--- src/rtl/instruction_fetch.sv ---
// Instruction fetch/decode sequencer: reads one byte per instruction, splits it into
// opcode/src/dest, and waits for the execution unit before fetching the next one.
module instruction_fetch (
    input  logic       clk,
    input  logic       reset,
    output logic [7:0] mem_addr,
    output logic       mem_rd,
    input  logic [7:0] mem_data,
    input  logic       mem_valid,
    output logic       ready,
    output logic [3:0] opcode,
    output logic [1:0] src,
    output logic [1:0] dest,
    input  logic       exec_done,
    input  logic       branch_load,
    input  logic [7:0] branch_target,
    output logic       halted,
    output logic [7:0] pc_out,
    output logic [2:0] state_dbg
);

    typedef enum logic [2:0] {
        FETCH1    = 3'd0,
        FETCH2    = 3'd1,
        DECODE    = 3'd2,
        WAIT_EXEC = 3'd3,
        STOP      = 3'd4
    } state_t;

    state_t     state_q, state_d;
    logic [7:0] pc_q, pc_d;
    logic [7:0] ir_q, ir_d;
    logic       run_q, run_d;

    // run_q holds the sequencer in FETCH1 for the first edge after reset release, so the
    // read request comes from registered state and first appears on that edge.
    always_ff @(posedge clk or negedge reset) begin
        if (!reset) begin
            state_q <= FETCH1;
            pc_q    <= 8'h00;
            ir_q    <= 8'h00;
            run_q   <= 1'b0;
        end else begin
            state_q <= state_d;
            pc_q    <= pc_d;
            ir_q    <= ir_d;
            run_q   <= run_d;
        end
    end

    always_comb begin
        state_d = state_q;
        pc_d    = pc_q;
        ir_d    = ir_q;
        run_d   = 1'b1;
        case (state_q)
            FETCH1: begin
                if (run_q) state_d = FETCH2;
            end
            FETCH2: begin
                if (mem_valid) begin
                    ir_d    = mem_data;
                    pc_d    = pc_q + 8'd1;
                    state_d = DECODE;
                end
            end
            DECODE: begin
                state_d = (ir_q[7:4] == 4'hF) ? STOP : WAIT_EXEC;
            end
            WAIT_EXEC: begin
                if (exec_done) begin
                    state_d = FETCH1;
                    if (branch_load) pc_d = branch_target;
                end
            end
            STOP: begin
                state_d = STOP;
            end
            default: begin
                state_d = FETCH1;
            end
        endcase
    end

    assign mem_rd    = run_q && ((state_q == FETCH1) || (state_q == FETCH2));
    assign ready     = (state_q == WAIT_EXEC);
    assign halted    = (state_q == STOP);
    assign mem_addr  = pc_q;
    assign pc_out    = pc_q;
    assign opcode    = ir_q[7:4];
    assign src       = ir_q[3:2];
    assign dest      = ir_q[1:0];
    assign state_dbg = state_q;

endmodule

--- config.mk ---
export PLATFORM = sky130hd
export DESIGN_NAME = instruction_fetch
export DESIGN_NICKNAME = d
export VERILOG_FILES = /design/src/rtl/instruction_fetch.sv
export SDC_FILE = /design/constraint.sdc
export NUM_CORES = 1
export LEC_CHECK = 0
export ABC_AREA = 1
export CAP_MARGIN = 30
export CORE_UTILIZATION = 45
export DETAILED_ROUTE_END_ITERATION = 7
export GPL_ROUTABILITY_DRIVEN = 0
export PLACE_DENSITY = 0.85
export SYNTH_ARGS = -nofsm -noshare
export SYNTH_HDL_FRONTEND = slang
export SYNTH_SLANG_ARGS = --single-unit
--- constraint.sdc ---
create_clock -name clk -period 2.7 [get_ports clk]
set_clock_uncertainty 0.1 [all_clocks]
set_input_delay 0.54 -clock clk [delete_from_list [all_inputs] [get_ports clk]]
set_output_delay 0.54 -clock clk [all_outputs]
set_load 0.03 [all_outputs]
==> results of run 1 <==
==> flip-flops by register name, summed over array words and instances (netlist names) <==
name	cells
ir_q	8
mem_addr	8
run_q	1
state_dbg	3
==> logic make-up after synthesis <==
logic type | synth area share, %
other cells | 0.320
fa+ha+maj | 1.07
simple gates | 36.4
flops | 42.7
compound gates | 7.58
buf+inv | 12.0
==> report_power, final <==
group,switching (W),leakage [nW],internal [W]
combinational,0.000815,0.543,0.000533
clock,0.0000966,0.0210,0.0000825
sequential,0.000156,0.250,0.000429
==> worst max-delay path by stage <==
stage	startpoint	endpoint	cells past startpoint
detailed placement	state_dbg[1]	halted	4
floorplan	state_dbg[2]	mem_rd	1
global route	state_dbg[1]	halted	4
CTS	state_dbg[1]	halted	4
global placement	state_dbg[1]	ready	3
finish	state_dbg[1]	halted	4
==> layout by cell type, fill, tap and decap left out, drive strengths merged, types with 2 or more instances in the layout <==
master	count
nand2	58
clkdlybuf4s50	50
dfrtp	20
inv	20
nor2	18
o21ai	15
nand3	12
clkbuf	4
nand4	2
==> layer usage <==
layer / global-route usage, % / wire (um) / part of all wire (%) / vias up
met5: 0 / 0 / 0 / -
met4: 7.89 / 26 / 0.95 / 0
met3: 3.16 / 141 / 5.1 / 5
met2: 40.9 / 1370 / 50 / 41
met1: 25.9 / 1210 / 44 / 509
li1: - / - / - / 593
==> worst register-to-register path, cell delays in order, from the launching register on <==
cell,delay [ps]
dfrtp_1,470
inv_1,180
nand2_1,130
nor3_1,290
nor2_1,100
nand2_1,70
nand2_1,50
==> stage by stage <==
| stage | instance area (sq um) | cells | worst slack [ps] |
|---|---|---|---|
| after global routing | 1690 | 238 | 95.1 |
| after floorplan | 1170 | 162 | 699 |
| after CTS | 1690 | 238 | 184 |
| final | 1690 | 238 | 136 |
| after detailed placement | 1650 | 234 | 528 |
| after global placement | 1650 | 234 | 612 |
==> layout make-up <==
cell class	instances	area, sq um	share of cell area [%]
Clock buffer	4	36.3	2.15
Inverter	20	75.1	4.44
Multi-Input combinational cell	113	532	31.5
Sequential cell	20	500	29.6
Tap cell	30	37.5	2.22
Timing Repair Buffer	51	508	30.1
==> results.toml, run 1 <==
[drt]
wirelength_mm = 2.75
avgViaCountPerCell = 4.82
drtIter0Drc = 21
via_count = 1148
ant_nets = 0
dr.pass1.iters = 6
drc_errors = 1
wl_per_cell_um = 11.5

[worst_setup_path]
critPathLaunchType = "register"
required_ps = 2060
timing.rr.start = "state_dbg[1]"
cp_slowest_stage_delay_ps = 690
crit_buf_inv = 2
r2r_setup_slack_ps = 1220
crit_fanout = 7
critPathSlowestCell = "clkdlybuf4s50_1"
cpLargestDelayFamily = "buffers and inverters"
path_cells = "inv_1 > nand2_1 > nor2_1 > clkdlybuf4s50_1"
end_kind = "output port"
r2r-end = "state_dbg[1]"
reg2reg_depth = 6
arrival_ps = 1920
crit_type = "reg -> out"

[placed_design]
hpwlAfterDp_mm = 2.10
io_buffers = 50

[synth]
synth_edf_count = 0
ys_warn_count = 0
synth.top_cells.by_count = "55 x nand2_1, 20 x dfrtp_1, 18 x inv_1"
syn-num-nets = 184
yosys-top-cells-area = "dfrtp_1 43%, nand2_1 18%, inv_1 5.8%"
synth_area_sq_um = 1170
synth_cell_types = 24
syn-mean-instance-area_sq_um = 7.24
seq_area_frac_synth_pct = 42.7
synth_ff_type = "dfrtp_1"
async_flop_share_pct = 100
yosysTopAreaCell = "dfrtp_1"
synthCells = 162
synth_seq_cells = 20
post-synth-top-count-cell = "nand2_1"
yosysTopAreaCellShare_pct = 42.7

[min_path]
whs_path_depth = 2
min_to = "ir_q[3]"
worstHoldStart = "ir_q[3]"
hp-class = "reg -> reg"

[sta]
timing.setup.tns_ps = 0
finalSetupViolCount = 0
final.min_clock_period_ps = 2560
timing.final.crit_share_pct = 95.0
rsz0062_at_grt = "false"
slew_viol_final = 0
hold_viol_final = 0
fmax_ghz = 0.390
hold_slack_ps = 410

[global_routing]
grt_usage_pct = 22.3
grt_max_degree = 21
grt_overflow = 0
grt_pass1_wl_mm = 4.53
antenna_found_initial = 0
grt_pass1_vias = 1089

[clock_tree]
clk_latency_ps = 310
cts_buffers = 3
cts.sinks = 20
cts_resized = 0
post-cts-setup-buffers = 0
clock-root-buffer = "clkbuf_4"
holdBufCountCts = 0
cts_htree_levels = 1
clk_pin_slew_worst_paths_ps = 120
cts_tree = "built"
clockBufferDepth = 2

[floorplan]
ioPinCount = 51
dieWidth_um = 53.0
die-area_sq_um = 2810
die_height_um = 53.0
placement_rows = 18
start_util_pct = 47.3
core_area_sq_um = 2480

[layout]
layout.nets = 231
diodes = 0
final_core_util_pct = 68.2
area_growth_syn_to_layout_pct = 44.1
fillCellCount = 214
drive_gt1_share_pct = 8.17

[pwr]
power.leakage_nw = 0.814
power.density_nw_per_um2 = 1250
finalPower_w = 0.00211
irDropWorstVdd_v = 0.000823

[run_status]
violations = "DRC"
status = "finished, violations left"

[job]
max_cap_viol_count = 0
(Power assumes the default switching activity.)
==> inputs of run 2 (changes only) <==
--- a/config.mk
+++ b/config.mk
@@ -8,6 +8,7 @@
 export ABC_AREA = 1
 export CAP_MARGIN = 30
 export CORE_UTILIZATION = 45
+export CTS_CLUSTER_DIAMETER = 40
 export DETAILED_ROUTE_END_ITERATION = 7
 export GPL_ROUTABILITY_DRIVEN = 0
 export PLACE_DENSITY = 0.85
==> results of run 2 <==
Final layout, timing and power as in run 1 (identical DEF).
